**config.mk**
```make
export PLATFORM = sky130hd
export DESIGN_NAME = command_register_flat
export DESIGN_NICKNAME = d
export VERILOG_FILES = /design/src/rtl/command_register_pkg.sv /design/src/rtl/command_register_if.sv /design/src/rtl/command_register_field_decode.sv /design/src/rtl/command_register.sv /design/src/flat_wrapper.sv
export SDC_FILE = /design/constraint.sdc
export NUM_CORES = 1
export LEC_CHECK = 0
export ABC_AREA = 1
export CAP_MARGIN = 20
export CORE_MARGIN = 2
export CORE_UTILIZATION = 50
export DETAILED_ROUTE_END_ITERATION = 10
export PLACE_DENSITY = 0.79
export SLEW_MARGIN = 20
export SYNTH_ARGS = -nofsm -noshare
export SYNTH_HDL_FRONTEND = slang
export SYNTH_SLANG_ARGS = --single-unit
```
**constraint.sdc**
```tcl
create_clock -name CLOCK -period 1.6 [get_ports CLOCK]
set_input_delay 0.48 -clock CLOCK [delete_from_list [all_inputs] [get_ports CLOCK]]
set_output_delay 0.48 -clock CLOCK [all_outputs]
set_load 0.005 [all_outputs]
```
**src/rtl/command_register_pkg.sv**
```systemverilog
// Shared definitions for the command register: word geometry, field
// positions inside the assembled 29-bit command, holding-register layout
// and the assembly FSM states.
package g15_pkg;

  localparam int WORD_BITS = 29;

  // Bit positions within the assembled word; index 0 is drum bit 1 (T1).
  localparam int CMD_DP_BIT = 0;
  localparam int CMD_D_LSB  = 1;
  localparam int CMD_D_MSB  = 5;
  localparam int CMD_S_LSB  = 6;
  localparam int CMD_S_MSB  = 10;
  localparam int CMD_C_LSB  = 11;
  localparam int CMD_C_MSB  = 12;
  localparam int CMD_N_LSB  = 13;
  localparam int CMD_N_MSB  = 19;
  localparam int CMD_BP_BIT = 20;
  localparam int CMD_T_LSB  = 21;
  localparam int CMD_T_MSB  = 27;
  localparam int CMD_ID_BIT = 28;

  // Number of bits held in the shift register before the final bit arrives.
  localparam int SHIFT_BITS = WORD_BITS - 1;

  // Declared MSB first so a cast from the raw word lands each field on
  // the bit positions listed above.
  typedef struct packed {
    logic       id;
    logic [6:0] t;
    logic       bp;
    logic [6:0] n;
    logic [1:0] c;
    logic [4:0] s;
    logic [4:0] d;
    logic       dp;
  } cmd_word_t;

  typedef enum logic {
    IDLE     = 1'b0,
    ASSEMBLE = 1'b1
  } cr_state_t;

  // One-hot of a 2-bit value, used for the characteristic strobes.
  function automatic logic [3:0] onehot4(input logic [1:0] v);
    logic [3:0] r;
    r    = '0;
    r[v] = 1'b1;
    return r;
  endfunction

endpackage

```
**src/rtl/command_register_if.sv**
```systemverilog
// Bit-time control, serial command input and decoded command outputs
// exchanged between the control gate and the command register.
interface command_register_if;

  logic       RC;
  logic       T1;
  logic       T29;
  logic       CI;
  logic       CMD_BIT;
  logic       PWR_CLEAR;

  logic       CMD_LOAD;
  logic       CMD_DP;
  logic [4:0] CMD_D;
  logic [4:0] CMD_S;
  logic [1:0] CMD_C;
  logic [6:0] CMD_N;
  logic       CMD_BP;
  logic [6:0] CMD_T;
  logic       CMD_ID;
  logic       D6, D7, DX, DS;
  logic       S4, S5, S6, S7;
  logic       SU, SV, SW, SX;
  logic       CIR_1, CIR_2, CIR_3, CIR_4;

  modport master (
    output RC, T1, T29, CI, CMD_BIT, PWR_CLEAR,
    input  CMD_LOAD, CMD_DP, CMD_D, CMD_S, CMD_C, CMD_N, CMD_BP, CMD_T, CMD_ID,
    input  D6, D7, DX, DS, S4, S5, S6, S7, SU, SV, SW, SX,
    input  CIR_1, CIR_2, CIR_3, CIR_4
  );

  modport slave (
    input  RC, T1, T29, CI, CMD_BIT, PWR_CLEAR,
    output CMD_LOAD, CMD_DP, CMD_D, CMD_S, CMD_C, CMD_N, CMD_BP, CMD_T, CMD_ID,
    output D6, D7, DX, DS, S4, S5, S6, S7, SU, SV, SW, SX,
    output CIR_1, CIR_2, CIR_3, CIR_4
  );

endinterface

```
**src/rtl/command_register_field_decode.sv**
```systemverilog
// Splits a 5-bit D or S field into a one-hot of its upper three bits
// (group) and a one-hot of its lower two bits (member).
module cmd_field_decode (
  input  logic [4:0] field,
  output logic [7:0] hi_oh,
  output logic [3:0] lo_oh
);

  // Both one-hots follow the field combinationally.
  always_comb begin
    hi_oh             = '0;
    lo_oh             = '0;
    hi_oh[field[4:2]] = 1'b1;
    lo_oh[field[1:0]] = 1'b1;
  end

endmodule

```
**src/rtl/command_register.sv**
```systemverilog
// Serial-to-parallel command register. Assembles a 29-bit command
// LSB-first during RC, commits it at T29 and presents decoded strobes
// that stay frozen until the next successful commit.
//
//   state    | meaning
//   ---------+---------------------------------------------------------
//   IDLE     | waiting for RC & T1 to start a word
//   ASSEMBLE | shifting bits 2..28 in; T29 commits if 28 bits were seen
module command_register
  import g15_pkg::*;
(
  input  logic CLOCK,
  input  logic rst,
  command_register_if.slave bus
);

  localparam logic [4:0] CNT_FULL = 5'(SHIFT_BITS);
  localparam logic [4:0] CNT_MAX  = 5'd31;

  cr_state_t          state, state_nxt;
  logic [4:0]         bit_cnt;
  logic [SHIFT_BITS-1:0] shift_q;
  cmd_word_t          hold_q;
  logic               load_q;

  logic               cap_bit;
  logic               do_start;
  logic               do_shift;
  logic               do_commit;

  assign cap_bit = bus.CMD_BIT & bus.CI;

  // State register; power clear parks the FSM like a reset.
  always_ff @(posedge CLOCK) begin
    if (rst || bus.PWR_CLEAR) state <= IDLE;
    else                      state <= state_nxt;
  end

  // Next state: dropping RC aborts, T1 restarts, T29 always ends the word.
  always_comb begin
    state_nxt = state;
    case (state)
      IDLE: begin
        if (bus.RC && bus.T1) state_nxt = ASSEMBLE;
      end
      ASSEMBLE: begin
        if (!bus.RC)     state_nxt = IDLE;
        else if (bus.T1) state_nxt = ASSEMBLE;
        else if (bus.T29) state_nxt = IDLE;
        else             state_nxt = ASSEMBLE;
      end
      default: state_nxt = IDLE;
    endcase
  end

  // Datapath strobes; a T29 on a misaligned word ends it without a commit.
  always_comb begin
    do_start  = 1'b0;
    do_shift  = 1'b0;
    do_commit = 1'b0;
    case (state)
      IDLE: begin
        if (bus.RC && bus.T1) do_start = 1'b1;
      end
      ASSEMBLE: begin
        if (bus.RC) begin
          if (bus.T1)       do_start  = 1'b1;
          else if (bus.T29) do_commit = (bit_cnt == CNT_FULL);
          else              do_shift  = 1'b1;
        end
      end
      default: ;
    endcase
  end

  // Shift register and bit counter; new bits enter at the top so bit 1
  // ends up in the LSB after 28 shifts.
  always_ff @(posedge CLOCK) begin
    if (rst || bus.PWR_CLEAR) begin
      shift_q <= '0;
      bit_cnt <= '0;
    end else if (do_start) begin
      shift_q <= {cap_bit, shift_q[SHIFT_BITS-1:1]};
      bit_cnt <= 5'd1;
    end else if (do_shift) begin
      shift_q <= {cap_bit, shift_q[SHIFT_BITS-1:1]};
      if (bit_cnt != CNT_MAX) bit_cnt <= bit_cnt + 5'd1;
    end
  end

  // Holding register and load pulse; bit 29 bypasses the shift register.
  always_ff @(posedge CLOCK) begin
    if (rst || bus.PWR_CLEAR) begin
      hold_q <= '0;
      load_q <= 1'b0;
    end else begin
      load_q <= do_commit;
      if (do_commit) hold_q <= cmd_word_t'({cap_bit, shift_q});
    end
  end

  logic [7:0] d_hi, s_hi;
  logic [3:0] d_lo, s_lo;

  cmd_field_decode u_dec_d (
    .field (hold_q.d),
    .hi_oh (d_hi),
    .lo_oh (d_lo)
  );

  cmd_field_decode u_dec_s (
    .field (hold_q.s),
    .hi_oh (s_hi),
    .lo_oh (s_lo)
  );

  // Only the D groups 6/7 and member 3 are meaningful to the control gate.
  logic d_unused;
  assign d_unused = ^{d_hi[5:0], d_lo[2:0]};

  logic [3:0] cir_oh;
  assign cir_oh = onehot4(hold_q.c);

  assign bus.CMD_LOAD = load_q;
  assign bus.CMD_DP   = hold_q.dp;
  assign bus.CMD_D    = hold_q.d;
  assign bus.CMD_S    = hold_q.s;
  assign bus.CMD_C    = hold_q.c;
  assign bus.CMD_N    = hold_q.n;
  assign bus.CMD_BP   = hold_q.bp;
  assign bus.CMD_T    = hold_q.t;
  assign bus.CMD_ID   = hold_q.id;

  assign bus.D6 = d_hi[6];
  assign bus.D7 = d_hi[7];
  assign bus.DX = d_lo[3];
  assign bus.DS = d_hi[7] & d_lo[3];

  assign bus.S4 = s_hi[4];
  assign bus.S5 = s_hi[5];
  assign bus.S6 = s_hi[6];
  assign bus.S7 = s_hi[7];
  assign bus.SU = s_lo[0];
  assign bus.SV = s_lo[1];
  assign bus.SW = s_lo[2];
  assign bus.SX = s_lo[3];

  assign bus.CIR_1 = cir_oh[0];
  assign bus.CIR_2 = cir_oh[1];
  assign bus.CIR_3 = cir_oh[2];
  assign bus.CIR_4 = cir_oh[3];

endmodule

```
**src/flat_wrapper.sv**
```systemverilog
// flat-port wrapper written by rule: the top's interface ports become plain ports
module command_register_flat import g15_pkg::*;
  (CLOCK, rst, bus_RC, bus_T1, bus_T29, bus_CI, bus_CMD_BIT, bus_PWR_CLEAR, bus_CMD_LOAD, bus_CMD_DP, bus_CMD_D, bus_CMD_S, bus_CMD_C, bus_CMD_N, bus_CMD_BP, bus_CMD_T, bus_CMD_ID, bus_D6, bus_D7, bus_DX, bus_DS, bus_S4, bus_S5, bus_S6, bus_S7, bus_SU, bus_SV, bus_SW, bus_SX, bus_CIR_1, bus_CIR_2, bus_CIR_3, bus_CIR_4);
  command_register_if bus_i ();
  input  logic CLOCK;
  input  logic rst;
  input wire logic [$bits(bus_i.RC)-1:0] bus_RC;
  input wire logic [$bits(bus_i.T1)-1:0] bus_T1;
  input wire logic [$bits(bus_i.T29)-1:0] bus_T29;
  input wire logic [$bits(bus_i.CI)-1:0] bus_CI;
  input wire logic [$bits(bus_i.CMD_BIT)-1:0] bus_CMD_BIT;
  input wire logic [$bits(bus_i.PWR_CLEAR)-1:0] bus_PWR_CLEAR;
  output wire logic [$bits(bus_i.CMD_LOAD)-1:0] bus_CMD_LOAD;
  output wire logic [$bits(bus_i.CMD_DP)-1:0] bus_CMD_DP;
  output wire logic [$bits(bus_i.CMD_D)-1:0] bus_CMD_D;
  output wire logic [$bits(bus_i.CMD_S)-1:0] bus_CMD_S;
  output wire logic [$bits(bus_i.CMD_C)-1:0] bus_CMD_C;
  output wire logic [$bits(bus_i.CMD_N)-1:0] bus_CMD_N;
  output wire logic [$bits(bus_i.CMD_BP)-1:0] bus_CMD_BP;
  output wire logic [$bits(bus_i.CMD_T)-1:0] bus_CMD_T;
  output wire logic [$bits(bus_i.CMD_ID)-1:0] bus_CMD_ID;
  output wire logic [$bits(bus_i.D6)-1:0] bus_D6;
  output wire logic [$bits(bus_i.D7)-1:0] bus_D7;
  output wire logic [$bits(bus_i.DX)-1:0] bus_DX;
  output wire logic [$bits(bus_i.DS)-1:0] bus_DS;
  output wire logic [$bits(bus_i.S4)-1:0] bus_S4;
  output wire logic [$bits(bus_i.S5)-1:0] bus_S5;
  output wire logic [$bits(bus_i.S6)-1:0] bus_S6;
  output wire logic [$bits(bus_i.S7)-1:0] bus_S7;
  output wire logic [$bits(bus_i.SU)-1:0] bus_SU;
  output wire logic [$bits(bus_i.SV)-1:0] bus_SV;
  output wire logic [$bits(bus_i.SW)-1:0] bus_SW;
  output wire logic [$bits(bus_i.SX)-1:0] bus_SX;
  output wire logic [$bits(bus_i.CIR_1)-1:0] bus_CIR_1;
  output wire logic [$bits(bus_i.CIR_2)-1:0] bus_CIR_2;
  output wire logic [$bits(bus_i.CIR_3)-1:0] bus_CIR_3;
  output wire logic [$bits(bus_i.CIR_4)-1:0] bus_CIR_4;
  assign bus_i.RC = bus_RC;
  assign bus_i.T1 = bus_T1;
  assign bus_i.T29 = bus_T29;
  assign bus_i.CI = bus_CI;
  assign bus_i.CMD_BIT = bus_CMD_BIT;
  assign bus_i.PWR_CLEAR = bus_PWR_CLEAR;
  assign bus_CMD_LOAD = bus_i.CMD_LOAD;
  assign bus_CMD_DP = bus_i.CMD_DP;
  assign bus_CMD_D = bus_i.CMD_D;
  assign bus_CMD_S = bus_i.CMD_S;
  assign bus_CMD_C = bus_i.CMD_C;
  assign bus_CMD_N = bus_i.CMD_N;
  assign bus_CMD_BP = bus_i.CMD_BP;
  assign bus_CMD_T = bus_i.CMD_T;
  assign bus_CMD_ID = bus_i.CMD_ID;
  assign bus_D6 = bus_i.D6;
  assign bus_D7 = bus_i.D7;
  assign bus_DX = bus_i.DX;
  assign bus_DS = bus_i.DS;
  assign bus_S4 = bus_i.S4;
  assign bus_S5 = bus_i.S5;
  assign bus_S6 = bus_i.S6;
  assign bus_S7 = bus_i.S7;
  assign bus_SU = bus_i.SU;
  assign bus_SV = bus_i.SV;
  assign bus_SW = bus_i.SW;
  assign bus_SX = bus_i.SX;
  assign bus_CIR_1 = bus_i.CIR_1;
  assign bus_CIR_2 = bus_i.CIR_2;
  assign bus_CIR_3 = bus_i.CIR_3;
  assign bus_CIR_4 = bus_i.CIR_4;
  command_register u_core (.CLOCK(CLOCK), .rst(rst), .bus(bus_i));
endmodule
```
Yosys cells after proc, flatten, opt, wreduce, memory -nomap -nowiden

Cells that the tools add are included.
W data, S select, Z words.

Muxes and demuxes: 30
Bitwise operators: 3
$add $sub $neg: 1
Multiply operators: 0
Eq/ne operators: 2
Divide/modulo/power cells: 0
$lt $le $gt $ge: 10
Reductions and logical operators: 12
Shift operators: 0

Operator list:

| kind                  | number |
|---|---|
| $mux W28              | 2 |
| $mux W1               | 21 |
| $lt A2 B3 Y1 const B  | 3 |
| $lt A3 B4 Y1 const B  | 2 |
| $demux W1 S2          | 3 |
| $demux W1 S3          | 2 |
| $ge A2 B1 Y1 const B  | 3 |
| $ge A3 B1 Y1 const B  | 2 |
| $logic_and A1 B1 Y1   | 6 |
| $add A5 B1 Y5 const B | 1 |
| $eq A5 B5 Y1 const B  | 1 |
| $ne A5 B5 Y1 const B  | 1 |
| $pmux W1 S2           | 2 |
| $reduce_and A2 Y1     | 2 |
| $reduce_bool A2 Y1    | 2 |
| $and A1 B1 Y1         | 2 |
| $reduce_or A2 Y1      | 1 |
| $logic_or A1 B1 Y1    | 1 |
| $not A1 Y1            | 1 |

Logic and storage cells: 71
RAM bits: 0
Register bits after elaboration: 64
Bits in latches: 0
Bits in read-only memories: 0
Memories kept: 0

Logic depth before layout (Yosys ltp)

Word-level depth: 6
Depth in mapped cells: 9
Gate-level depth less buffers: 9

By module

From an unflattened synthesis, not the netlist that was laid out.

Cell total of the unflattened synthesis: 420
Area total of the unflattened synthesis: 2768.9 um^2

By module, submodules not included:

| module           | area each (um^2) | sequential area each (um^2) | times used | cells an instance |
|---|---|---|---|---|
| command_register | 2603.7           | 1281.2                      | 1          | 376 |
| cmd_field_decode | 82.6             | 0.0                         | 2          | 22 |

Worst setup path after synthesis

OpenSTA, ideal clock, no wires.

Path kind: reg-to-reg
From: register u_core.bit_cnt[0]
To: register u_core.bit_cnt[1]
Period minus slack after synthesis: 1319 ps
Buffers on the path: 0
Arrival time: 1250 ps
Stages on the path, launching flop included: 10
Setup slack: 281 ps
Cell sequence: dfxtp_1 ha_1 inv_1 nor2_1 ha_1 inv_1 nand2_1 nor2_1 nand2_1 a21oi_1

Cells in the longest elaborated chain, start to end: 2

Ends and longest elaborated chain:

| item                                                  | line                   | source |
|---|---|---|
| from (decl)                                           | command_register.sv:21 | `logic [4:0] bit_cnt;` |
| from (signal assigned)                                | command_register.sv:87 | `if (bit_cnt != CNT_MAX) bit_cnt <= bit_cnt + 5'd1;` |
| branches (longest 2 deep; another with $add A5 B1 Y5) | --                     |  |

Several ways; the timed one is not identified.
A chain may end at the register's enable or synchronous reset.

Worst setup path in the final report

From: register u_core.hold_q, in the netlist u_core.bus.CMD_C[0]
To: output port bus_CIR_4

Cells in the longest elaborated chain, start to end: 4

Ends and longest elaborated chain:

| item                                                               | line                       | source |
|---|---|---|
| from (decl)                                                        | command_register.sv:23     | `cmd_word_t hold_q;` |
| from (signal assigned)                                             | command_register.sv:98     | `if (do_commit) hold_q <= cmd_word_t'({cap_bit, shift_q});` |
| $lt A2 B3 Y1 (implied by the code) or $ge A2 B1 Y1 (tied branches) | command_register_pkg.sv:48 | `r[v] = 1'b1;` |
| $logic_and A1 B1 Y1 (implied by the code)                          | command_register_pkg.sv:48 |  |
| $mux W1 (implied by the code)                                      | command_register_pkg.sv:48 |  |
| $demux W1 S2 *                                                     | --                         |  |
| to (decl)                                                          | flat_wrapper.sv:37         | `output wire logic [$bits(bus_i.CIR_4)-1:0] bus_CIR_4;` |

Every way passes the cells marked *; elsewhere a longest branch is shown, timed or not.

==> impl_metrics.json <==
{
  "synth_xor_area_share_pct": 0.347,
  "clk_latency_ns": 0.33,
  "crit_required_ns": 1.12,
  "netlist_area_sq_mm": 0.00252,
  "worst_pin_slew_ns": 0.281,
  "maxSlewViolCount": 0,
  "wl_per_cell_um": 10.9,
  "numCtsBuffers": 9,
  "via_per_inst": 4.87,
  "maxCapViolCount": 0,
  "ir_drop_mv": 0.743,
  "die_w_um": 75.0,
  "grt_pass1_vias": 1977,
  "hold_ws_ns": 0.475,
  "critPathKind": "reg2out",
  "initialDrtViolationCount": 147,
  "final_nets": 421,
  "drt_first_pass_iters": 4,
  "core_area_sq_mm": 0.00479,
  "grtUsageMet3_pct": 6.43,
  "fin_crit_ns": 1.52,
  "start_kind": "flip-flop",
  "std_cell_rows": 25,
  "portBuffers": 53,
  "drc_errors": 0,
  "grt_max_degree": 29,
  "top_usage_layer": "met2",
  "cts_max_level": 3,
  "grt_use_met2_pct": 33.9,
  "syn_avg_cell_area_sq_um": 7.40,
  "via_count": 2330,
  "muxShareOfSynthArea_pct": 0,
  "arrival_ns": 1.04,
  "antenna_cells": 0,
  "antenna_found_initial": 0,
  "syn_inst": 341,
  "worstHoldPathType": "reg2reg",
  "fin_cells": 478,
  "crit_slowest_cell": "dfxtp_4",
  "hold_violations": 0,
  "rsz0062_at_grt": "false",
  "drive_above_1_share_pct": 18.2,
  "initial_core_util_pct": 52.7,
  "clkTransAtPathRegs_ns": 0.06,
  "tritoncts": "built",
  "die_area_sq_mm": 0.00563,
  "syn_to_final_growth_pct": 32.6,
  "synth_top_family_by_area": "simple AND/OR/NAND/NOR gates",
  "ys_seq_area_share_pct": 50.8,
  "path_cells": "nand2_1 > inv_1 > dlygate4sd2_1",
  "gp_congestion": 0.777,
  "synth_nets": 352,
  "grt_overflow_total": 0,
  "crit_path_end_kind": "primary output",
  "outcome": "complete, no violations",
  "synth_fa_ha_area_share_pct": 1.49,
  "synth_compound_area_share_pct": 12.1,
  "grt_util_met1_pct": 23.3,
  "yosys.area_share.simple_pct": 27.1,
  "cellPowerDensity_mw_per_mm2": 930,
  "ys_ff_latch": 64,
  "drt-total-wl_mm": 5.21,
  "ant_nets": 0,
  "path_max_fanout": 6,
  "die_h_um": 75.0,
  "cts.sinks": 64,
  "fmax_mhz": 657,
  "finalCritPeriodShare_pct": 95.1,
  "yosysWarnings": 0,
  "fin_ws_ns": 0.0782,
  "final_util_pct": 69.9,
  "io_pins": 54,
  "root_buffer": "clkbuf_8",
  "slew_headroom_pct": 81.2,
  "fin_skew_ns": 0.00783,
  "synth_cell_types": 23,
  "post-place-ws_ns": -0.230,
  "placedCellCount": 460,
  "clk_path_buf_depth": 2,
  "grt_usage_pct": 20.2,
  "max_stage_delay_ns": 0.36,
  "hold_buffers": 0,
  "hpwl_mm": 3.58,
  "setup_viol": 0,
  "p_leak_uw": 0.00151,
  "grt_pass1_wl_mm": 8.49
}
routing by layer:
layer	share of wire (%)	routed length [um]	vias up
li1	-	-	1206
met1	44	2310	1058
met2	48	2480	59
met3	6.6	344	7
met4	1.5	80	0
met5	0	0	-
final cells by class:
class,instances,area (sq um)
Clock inverter,1,30.0
Timing Repair Buffer,74,611
Inverter,25,101
Multi-Input combinational cell,236,1060
Sequential cell,64,1310
Tap cell,67,83.8
Clock buffer,11,151
Fill cell,414,1440
kinds of logic (layout without fill, tap and decap cells):
| logic type | Yosys count | count (layout) |
|---|---|---|
| and+or+nand+nor | 171 | 171 |
| DFF | 64 | 64 |
| AOI/OAI and AO/OA | 61 | 61 |
| buffers and inverters | 41 | 111 |
| adders and majority gates | 3 | 3 |
| xor gates and xnor gates | 1 | 1 |
final timing paths:
path	start	depth (start not counted)	slack (ns)	endpoint
max	u_core.bus.CMD_C[0]	3	0.08	bus_CIR_4
max reg2reg	u_core.bit_cnt[1]	8	0.16	u_core.bit_cnt[1]
min reg2reg	u_core.bus.CMD_N[1]	2	0.48	u_core.bus.CMD_N[1]
min	u_core.bus.CMD_N[1]	2	0.48	u_core.bus.CMD_N[1]
sequential cells by signal (all words and copies together) (netlist names):
register             flops
u_core.state             1
u_core.bus.CMD_D         5
u_core.bus.CMD_LOAD      1
u_core.bus.CMD_ID        1
u_core.bus.CMD_DP        1
u_core.bus.CMD_T         7
u_core.bus.CMD_S         5
u_core.bit_cnt           5
u_core.bus.CMD_BP        1
u_core.shift_q          28
u_core.bus.CMD_C         2
u_core.bus.CMD_N         7
timing repair:
action	in CTS	in global routing
pin swaps	0	0
buffers inserted	6	0
gates resized for setup	90	14
endpoints found under the setup margin	46	13
critical path: cells and delay by family, from the launching register on:
family        cells  cell delay [ns]
buf+inv           2             0.28
flops             1             0.36
simple gates      1             0.07
cell usage after synthesis (all sizes together):
cell / number / area, sq um
ha: 3 / 37.5
clkbuf: 4 / 15.0
a21oi: 5 / 25.0
nand2: 31 / 134
nand3: 3 / 15.0
o21ai: 56 / 280
nor2: 130 / 498
nand4: 2 / 12.5
nor3: 5 / 25.0
xor2: 1 / 8.76
buf: 12 / 92.6
inv: 24 / 90.1
clkinv: 1 / 8.76
dfxtp: 64 / 1280
cells in the final DEF, fill, tap and decap left out, drive strengths merged:
cell type      synthesis  layout
a21oi                  5       5
buf                   12      27
bufinv                 0       1
clkbuf                 4      17
clkdlybuf4s50          0       7
clkinv                 1       1
dfxtp                 64      64
dlygate4sd2            0      34
ha                     3       3
inv                   24      24
nand2                 31      31
nand3                  3       3
nand4                  2       2
nor2                 130     130
nor3                   5       5
o21ai                 56      56
xor2                   1       1
through the flow:
step | cell area (sq um) | power (uW) | TNS, ns
floorplan | 2520 | 1770 | 0
global placement | 3170 | 1830 | -9.66
detailed placement | 3170 | 1830 | -11.90
CTS | 3370 | 3140 | 0
global route | 3350 | 3230 | 0
finish | 3350 | 3110 | 0
report_power, final:
part / internal, uW / leakage [uW] / switching [uW]
clock network: 770 / 0.0000932 / 550
logic: 67.3 / 0.000888 / 97.0
registers: 1610 / 0.000526 / 17.4
Note: power is estimated with default switching activity, not from simulation.
